[src/rtl/bch_dec_ctrl.sv]
// bch_dec_ctrl - frame-level sequencer for the BCH(63,56) decoder.
//
// Accepts one 63-bit received word per frame (valid/ready), drives the serial
// syndrome unit (clear, enable, wait for done), launches the error locator on
// a non-zero syndrome, applies the single-bit correction and returns the word
// with a status code. Keeps saturating per-outcome statistics.
//
// Ports:
//   clk, rst_n                  clock, asynchronous active-low reset
//   in_valid/in_ready/in_word   received-word input handshake
//   synd_clr/synd_en/synd_R     syndrome unit control and latched word
//   synd_done/synd_S            syndrome unit result
//   corr_start/corr_S           error locator launch and syndrome
//   corr_done/corr_pos/corr_fail error locator result
//   out_valid/out_ready         decoded-word output handshake
//   out_word/out_status         decoded word, 00 clean/01 corr/10 uncorr/11 tmo
//   cnt_frames/cnt_corr/cnt_uncorr/cnt_tmo  saturating statistics
module bch_dec_ctrl #(
  parameter int SYND_TIMEOUT = 80,
  parameter int CORR_TIMEOUT = 80,
  parameter int CNT_W        = 16
) (
  input  logic             clk,
  input  logic             rst_n,
  input  logic             in_valid,
  output logic             in_ready,
  input  logic [62:0]      in_word,
  output logic             synd_clr,
  output logic             synd_en,
  output logic [62:0]      synd_R,
  input  logic             synd_done,
  input  logic [6:0]       synd_S,
  output logic             corr_start,
  output logic [6:0]       corr_S,
  input  logic             corr_done,
  input  logic [5:0]       corr_pos,
  input  logic             corr_fail,
  output logic             out_valid,
  input  logic             out_ready,
  output logic [62:0]      out_word,
  output logic [1:0]       out_status,
  output logic [CNT_W-1:0] cnt_frames,
  output logic [CNT_W-1:0] cnt_corr,
  output logic [CNT_W-1:0] cnt_uncorr,
  output logic [CNT_W-1:0] cnt_tmo
);

  typedef enum logic [2:0] {
    IDLE = 3'd0,
    CLR  = 3'd1,
    SYND = 3'd2,
    CORR = 3'd3,
    OUT  = 3'd4
  } state_t;

  // Watchdog compares against limit-1 because it starts at 0 on the first
  // cycle of the waiting state; the limit-th waiting cycle is the abort cycle.
  localparam logic [7:0] SYND_LIM = 8'(SYND_TIMEOUT - 1);
  localparam logic [7:0] CORR_LIM = 8'(CORR_TIMEOUT - 1);

  localparam logic [CNT_W-1:0] CNT_MAX = {CNT_W{1'b1}};
  localparam logic [CNT_W-1:0] CNT_ONE = {{(CNT_W-1){1'b0}}, 1'b1};

  function automatic logic [CNT_W-1:0] sat_inc(input logic [CNT_W-1:0] v);
    sat_inc = (v == CNT_MAX) ? v : v + CNT_ONE;
  endfunction

  state_t            state_r, state_next;
  logic [62:0]       buf_r;
  logic [7:0]        wd_r;
  logic [1:0]        status_r, status_next;
  logic [6:0]        corr_s_r;
  logic              in_ready_r, synd_clr_r, synd_en_r, corr_start_r, out_valid_r;
  logic [CNT_W-1:0]  cnt_frames_r, cnt_corr_r, cnt_uncorr_r, cnt_tmo_r;
  logic              load_s, flip_s, corr_go_s, wd_clr_s, count_s;

  // State register.
  always_ff @(posedge clk or negedge rst_n) begin
    if (!rst_n) begin
      state_r <= IDLE;
    end else begin
      state_r <= state_next;
    end
  end

  // Next-state and datapath control decode.
  always_comb begin
    state_next  = state_r;
    status_next = status_r;
    load_s      = 1'b0;
    flip_s      = 1'b0;
    corr_go_s   = 1'b0;
    wd_clr_s    = 1'b0;
    count_s     = 1'b0;
    case (state_r)
      IDLE: begin
        if (in_valid && in_ready_r) begin
          load_s     = 1'b1;
          state_next = CLR;
        end else begin
          state_next = IDLE;
        end
      end
      CLR: begin
        wd_clr_s   = 1'b1;
        state_next = SYND;
      end
      SYND: begin
        // done has priority over a watchdog expiring in the same cycle
        if (synd_done) begin
          if (synd_S == 7'd0) begin
            status_next = 2'b00;
            state_next  = OUT;
          end else begin
            corr_go_s  = 1'b1;
            wd_clr_s   = 1'b1;
            state_next = CORR;
          end
        end else if (wd_r == SYND_LIM) begin
          status_next = 2'b11;
          state_next  = OUT;
        end else begin
          state_next = SYND;
        end
      end
      CORR: begin
        if (corr_done) begin
          if (!corr_fail && (corr_pos <= 6'd62)) begin
            flip_s      = 1'b1;
            status_next = 2'b01;
          end else begin
            status_next = 2'b10;
          end
          state_next = OUT;
        end else if (wd_r == CORR_LIM) begin
          status_next = 2'b11;
          state_next  = OUT;
        end else begin
          state_next = CORR;
        end
      end
      OUT: begin
        if (out_valid_r && out_ready) begin
          count_s    = 1'b1;
          state_next = IDLE;
        end else begin
          state_next = OUT;
        end
      end
      default: begin
        state_next = IDLE;
      end
    endcase
  end

  // Datapath, watchdog and registered handshake/control outputs.
  // Control outputs are decoded from state_next so they are aligned with the
  // state they belong to while still coming straight from flops.
  always_ff @(posedge clk or negedge rst_n) begin
    if (!rst_n) begin
      buf_r        <= 63'd0;
      wd_r         <= 8'd0;
      status_r     <= 2'b00;
      corr_s_r     <= 7'd0;
      in_ready_r   <= 1'b0;
      synd_clr_r   <= 1'b0;
      synd_en_r    <= 1'b0;
      corr_start_r <= 1'b0;
      out_valid_r  <= 1'b0;
    end else begin
      if (load_s) begin
        buf_r <= in_word;
      end else if (flip_s) begin
        buf_r <= buf_r ^ (63'd1 << corr_pos);
      end else begin
        buf_r <= buf_r;
      end
      if (wd_clr_s) begin
        wd_r <= 8'd0;
      end else if ((state_r == SYND) || (state_r == CORR)) begin
        wd_r <= wd_r + 8'd1;
      end else begin
        wd_r <= wd_r;
      end
      if (corr_go_s) begin
        corr_s_r <= synd_S;
      end else begin
        corr_s_r <= corr_s_r;
      end
      status_r     <= status_next;
      in_ready_r   <= (state_next == IDLE);
      synd_clr_r   <= (state_next == CLR);
      synd_en_r    <= (state_next == SYND);
      corr_start_r <= corr_go_s;
      out_valid_r  <= (state_next == OUT);
    end
  end

  // Saturating statistics, updated only on the output handshake.
  always_ff @(posedge clk or negedge rst_n) begin
    if (!rst_n) begin
      cnt_frames_r <= '0;
      cnt_corr_r   <= '0;
      cnt_uncorr_r <= '0;
      cnt_tmo_r    <= '0;
    end else if (count_s) begin
      cnt_frames_r <= sat_inc(cnt_frames_r);
      case (status_r)
        2'b01:   cnt_corr_r   <= sat_inc(cnt_corr_r);
        2'b10:   cnt_uncorr_r <= sat_inc(cnt_uncorr_r);
        2'b11:   cnt_tmo_r    <= sat_inc(cnt_tmo_r);
        default: cnt_frames_r <= sat_inc(cnt_frames_r);
      endcase
    end else begin
      cnt_frames_r <= cnt_frames_r;
    end
  end

  assign in_ready   = in_ready_r;
  assign synd_clr   = synd_clr_r;
  assign synd_en    = synd_en_r;
  assign synd_R     = buf_r;
  assign corr_start = corr_start_r;
  assign corr_S     = corr_s_r;
  assign out_valid  = out_valid_r;
  assign out_word   = buf_r;
  assign out_status = status_r;
  assign cnt_frames = cnt_frames_r;
  assign cnt_corr   = cnt_corr_r;
  assign cnt_uncorr = cnt_uncorr_r;
  assign cnt_tmo    = cnt_tmo_r;

endmodule

[config.mk]
export PLATFORM = sky130hd
export DESIGN_NAME = bch_dec_ctrl
export DESIGN_NICKNAME = d
export VERILOG_FILES = /design/src/rtl/bch_dec_ctrl.sv
export SDC_FILE = /design/constraint.sdc
export NUM_CORES = 1
export LEC_CHECK = 0
export ABC_CLOCK_PERIOD_IN_PS = 3800
export BUFFER_PORTS_ARGS = -buffer_cell sky130_fd_sc_hd__clkbuf_2
export CAP_MARGIN = 10
export CORE_UTILIZATION = 54
export DETAILED_ROUTE_END_ITERATION = 12
export PLACE_DENSITY = 0.91
export SLEW_MARGIN = 20
export SYNTH_ARGS = -nofsm -noshare
export SYNTH_HDL_FRONTEND = slang
export SYNTH_SLANG_ARGS = --single-unit
[constraint.sdc]
create_clock -name clk -period 3.8 [get_ports clk]
set_clock_uncertainty 0.15 [all_clocks]
set_input_delay 0.38 -clock clk [delete_from_list [all_inputs] [get_ports clk]]
set_output_delay 0.38 -clock clk [all_outputs]
set_load 0.01 [all_outputs]
== After elaboration in Yosys (flattened, before gate mapping) ==
Index checks and enable logic that the tools add are counted.
Operators by class
  add/sub/neg operators: 5
  shifts and indexed selects: 1
  bitwise gates (word level): 5
  reductions and logical operators: 16
  multiplexer cells: 29
  $lt $le $gt $ge: 1
  equal/unequal tests: 16
Operators with widths (count)
  $mux 63: 2
  $add 16x1->16 const B: 4
  $eq 16x16->1 const B: 4
  $shl 1x6->63 const A: 1
  $xor 63x63->63: 1
  $mux 3: 6
  $mux 8: 2
  $pmux 3 s5: 1
  $mux 1: 11
  $mux 2: 5
  $eq 3x2->1 const B: 3
  $reduce_and 3->1: 3
  $add 8x1->8 const B: 1
  $eq 8x7->1 const B: 1
  $logic_not 7->1: 1
  $eq 3x1->1 const B: 2
  $eq 3x3->1 const B: 2
  $le 6x6->1 const B: 1
  $logic_not 3->1: 2
  $reduce_bool 2->1: 3
  $eq 2x2->1 const B: 2
  $not 1->1: 4
  $pmux 2 s2: 1
  $reduce_and 2->1: 2
  other kinds (6): 8
Storage, ports and cells
  output and inout bits: 204
  word-level logic and storage cells: 87
  bits in registers: 152

== Longest topological paths before layout ==
  word-level depth: 7
  gate-level depth with buffers: 8
  depth with buffers taken out: 6

== Least setup slack after synthesis ==
OpenSTA, ideal clock, no wires.
  kind: flip-flop to flip-flop
  from: reg state_r[1]
  to: reg cnt_corr_r[8], in the netlist cnt_corr[8]
  cell stages (with the launch flop): 7
  data arrival time: 1.725 ns
  buffers on the path: 1
  library setup time: 0.126 ns
  clock period less this slack: 2.001 ns
  setup slack: 1.799 ns
  cell sequence: dfrtp_1 buf_2 nor3b_4 nand4b_4 or3_4 or2_1 xnor2_1
On the way
  cells in the longest elaborated chain, start to end: 3
RTL lines
  start, declared: RTL line 68  | state_t state_r, state_next;
  start signal, assigned: RTL line 82  | state_r <= state_next;
  $eq 3x3->1: RTL line 95  | case (state_r)
  $mux 1: RTL line 95
  $reduce_and 3->1 (no source line)
  end signal, assigned: RTL line 209  | 2'b01: cnt_corr_r <= sat_inc(cnt_corr_r);
  end, declared: RTL line 74  | logic [CNT_W-1:0] cnt_frames_r, cnt_corr_r, cnt_uncorr_r, cnt_tmo_r;
No other way between the ends.
A chain may end at the register's enable or synchronous reset.

== Final worst setup path ==
  from: reg state_r[0]
  to: reg buf_r[51], in the netlist out_word[51]
On the way
  cells in the longest elaborated chain, start to end: 3
RTL lines
  $eq 3x2->1 / $logic_not 3->1 (equally long branches): RTL line 95
  $mux 1: RTL line 95
  $reduce_bool 2->1 (no source line) / $mux 63 (equally long branches)
  end signal, assigned: RTL line 172  | buf_r <= in_word;
  end signal, assigned: RTL line 174  | buf_r <= buf_r ^ (63'd1 << corr_pos);
  end signal, assigned: RTL line 176  | buf_r <= buf_r;
  end, declared: RTL line 69  | logic [62:0] buf_r;
Parallel ways exist; a longest one is shown, timed or not.

==> impl_metrics.env <==
export IMPL_status="finished, final reports clean"
export IMPL_grt_pass1_vias=6267
export IMPL_syn_cell_area_um2=7890
export IMPL_ys_async_sr_fraction_pct=100
export IMPL_busiest_layer="met2"
export IMPL_die_y_um=123
export IMPL_rows=43
export IMPL_finish_instance_area_um2=9610
export IMPL_total_power_mw=6.15
export IMPL_core_um2=14000
export IMPL_port_buffers=286
export IMPL_synth_seq_cells=152
export IMPL_ys_warn_count=0
export IMPL_wl_per_cell_um=17.3
export IMPL_grt_max_degree=91
export IMPL_synth_edf_count=0
export IMPL_crit_fanout=17
export IMPL_drc=0
export IMPL_yosysTopAreaCell="dfrtp_1"
export IMPL_synth_nets=902
export IMPL_dieArea_um2=15100
export IMPL_crit_type="flop to flop"
export IMPL_postLayoutCoreUtil_pct=68.5
export IMPL_vias=6709
export IMPL_met2_usage_pct=48.5
export IMPL_hp_class="input pin to flop"
export IMPL_fillCellCount=1031
export IMPL_routed_wl_mm=21.2
export IMPL_cap_violations=0
export IMPL_post_dp_cell_area_um2=9000
export IMPL_layout_commonest_cell="clkbuf_2"
export IMPL_routabilityCongestion=0.866
export IMPL_via_per_inst=5.47
export IMPL_layout_common_cells="285 x clkbuf_2, 152 x dfrtp_1, 118 x nand2_1"
export IMPL_dpl_worst_slack_ps=1350
export IMPL_end_kind="flop"
export IMPL_hpwlAfterDp_mm=15.1
export IMPL_ys_seq_area_share_pct=48.2
export IMPL_use_met1_pct=34.0
export IMPL_drt_iter0_markers=392
export IMPL_drtAntennaViolNets=0
export IMPL_yosysTopAreaCellShare_pct=48.2
export IMPL_use_met3_pct=7.57
export IMPL_setup_viol=0
export IMPL_drive_gt1_share_pct=33.3
export IMPL_cp_start_kind="flop"
export IMPL_fin_nets=1121
export IMPL_cts_htree_levels=4
export IMPL_finalWorstSetupSlack_ps=1300
export IMPL_drv_slew=0
export IMPL_fin_cells=1226
export IMPL_path_clk_slew_ps=70
export IMPL_antenna_found_initial=0
export IMPL_ys_flop_type="dfrtp_1"
export IMPL_worstMarginPinSlew_ps=806
export IMPL_worstSkewPairLatency_ps=430
export IMPL_dp_cells=1190
export IMPL_period_needed_ps=2500
export IMPL_final_hold_violation_count=0
export IMPL_relSlewSlack_pct=46.3
export IMPL_timing_fmax_mhz=399
export IMPL_power_density_nw_per_um2=640
export IMPL_numCtsBuffers=17
export IMPL_die_w_um=123
export IMPL_ir_drop_mv=0.352
export IMPL_rsz0062_at_grt="false"
export IMPL_postCtsSetupRepairBufs=0
export IMPL_syn_area_per_cell_um2=9.69
export IMPL_critPathRequiredTime_ps=3910
export IMPL_syn_inst=814
export IMPL_start_util_pct=56.2
export IMPL_cts_buffer_depth=2
export IMPL_area_growth_pct=21.9
export IMPL_grt_ovfl_total=0
export IMPL_p_leak_nw=4.65
export IMPL_drt_pass1_iter_count=5
export IMPL_fin_crit_sh_pct=65.9
export IMPL_synth_cell_type_count=52
export IMPL_synthTopCellsByArea="dfrtp_1 48%, xnor2_1 9.7%, buf_4 6.0%"
export IMPL_n_antenna_cell=0
export IMPL_cts_sinks=152
export IMPL_arrival_ps=2610
export IMPL_setup_tns_ps=0
export IMPL_grt_pass1_wl_mm=32.7
export IMPL_cts_tree="built"
export IMPL_holdWs_ps=6.09
export IMPL_grt_usage_pct=28.7
export IMPL_io_pins=287
export IMPL_root_buffer="clkbuf_16"
[synth_stat cells, types with 3 or more instances]
cell type / count
buf_4: 63
nor2_1: 79
nand4_1: 23
and3_1: 16
nor3b_1: 5
a31oi_1: 4
inv_1: 8
nand2_1: 118
and4_1: 6
buf_2: 6
nand3_1: 20
nand3b_1: 7
nand2b_1: 3
nor3_1: 10
nor4_1: 4
xnor2_1: 87
a21oi_1: 9
a211o_1: 3
clkbuf_1: 22
or3_1: 3
nor2b_1: 6
o21ai_0: 66
xor2_1: 38
dfrtp_1: 152
and3b_1: 4
ha_1: 5
mux2_2: 11
[path summary, 6_finish.rpt]
check / endpoint / startpoint / cells after the start / slack (ps)
min in group asynchronous: out_word[30] / rst_n / 2 / 340
min: out_word[39] / in_word[39] / 3 / 6
max: out_word[51] / state_r[0] / 5 / 1300
min reg2reg: cnt_frames[11] / cnt_frames[11] / 1 / 350
max in group asynchronous: out_status[0] / rst_n / 3 / 2280
max reg2reg: out_word[51] / state_r[0] / 5 / 1300
[power breakdown]
group,internal [mW],switching [mW],total (mW)
logic,0.863,1.11,1.97
clock network,0.928,0.761,1.69
registers,2.02,0.470,2.50
[worst max-delay path: stages, from the launching register on]
cell and delay, ps:
dfrtp_1 710, and4b_1 440, nand3b_1 480, nor2_1 290
xnor2_1 150, o21ai_0 110
[repair_timing]
item                      4_1_cts  5_1_grt
hold endpoints to repair       65        0
hold buffers                    4        0
gates resized for setup         0        0
[kinds of logic (layout without fill, tap and decap cells)]
| group | after synthesis | in the layout | share of synthesized area [%] |
|---|---|---|---|
| simple gates | 324 | 324 | 20.4 |
| flops | 152 | 152 | 48.2 |
| xor+xnor | 125 | 125 | 13.9 |
| buf+inv | 101 | 333 | 7.90 |
| compound gates | 95 | 95 | 7.10 |
| mux | 12 | 12 | 1.70 |
| fa+ha+maj | 5 | 5 | 0.793 |
[per-layer routing]
metal | routed length (µm) | vias to the layer above
li1 | - | 3107
met1 | 8210 | 3208
met2 | 10300 | 340
met3 | 1830 | 54
met4 | 837 | 0
met5 | 0 | -
[state kept, by name (all words and copies together) (netlist names), 3 cells and up]
register	flops
out_word	63
cnt_corr	16
cnt_frames	16
cnt_tmo	16
cnt_uncorr	16
wd_r	8
corr_S	7
state_r	3
[layout make-up]
cell class                 count  area, µm²  area share [%]
clock buffer                  17        425            4.42
inverter                       8       30.0           0.312
tap                          180        225            2.34
sequential                   152       3800            39.6
timing repair buffer         293       1510            15.7
clock inverter                15        151            1.57
multi-input combinational    561       3470            36.0
No activity file was read; power rests on OpenSTA's default activity.
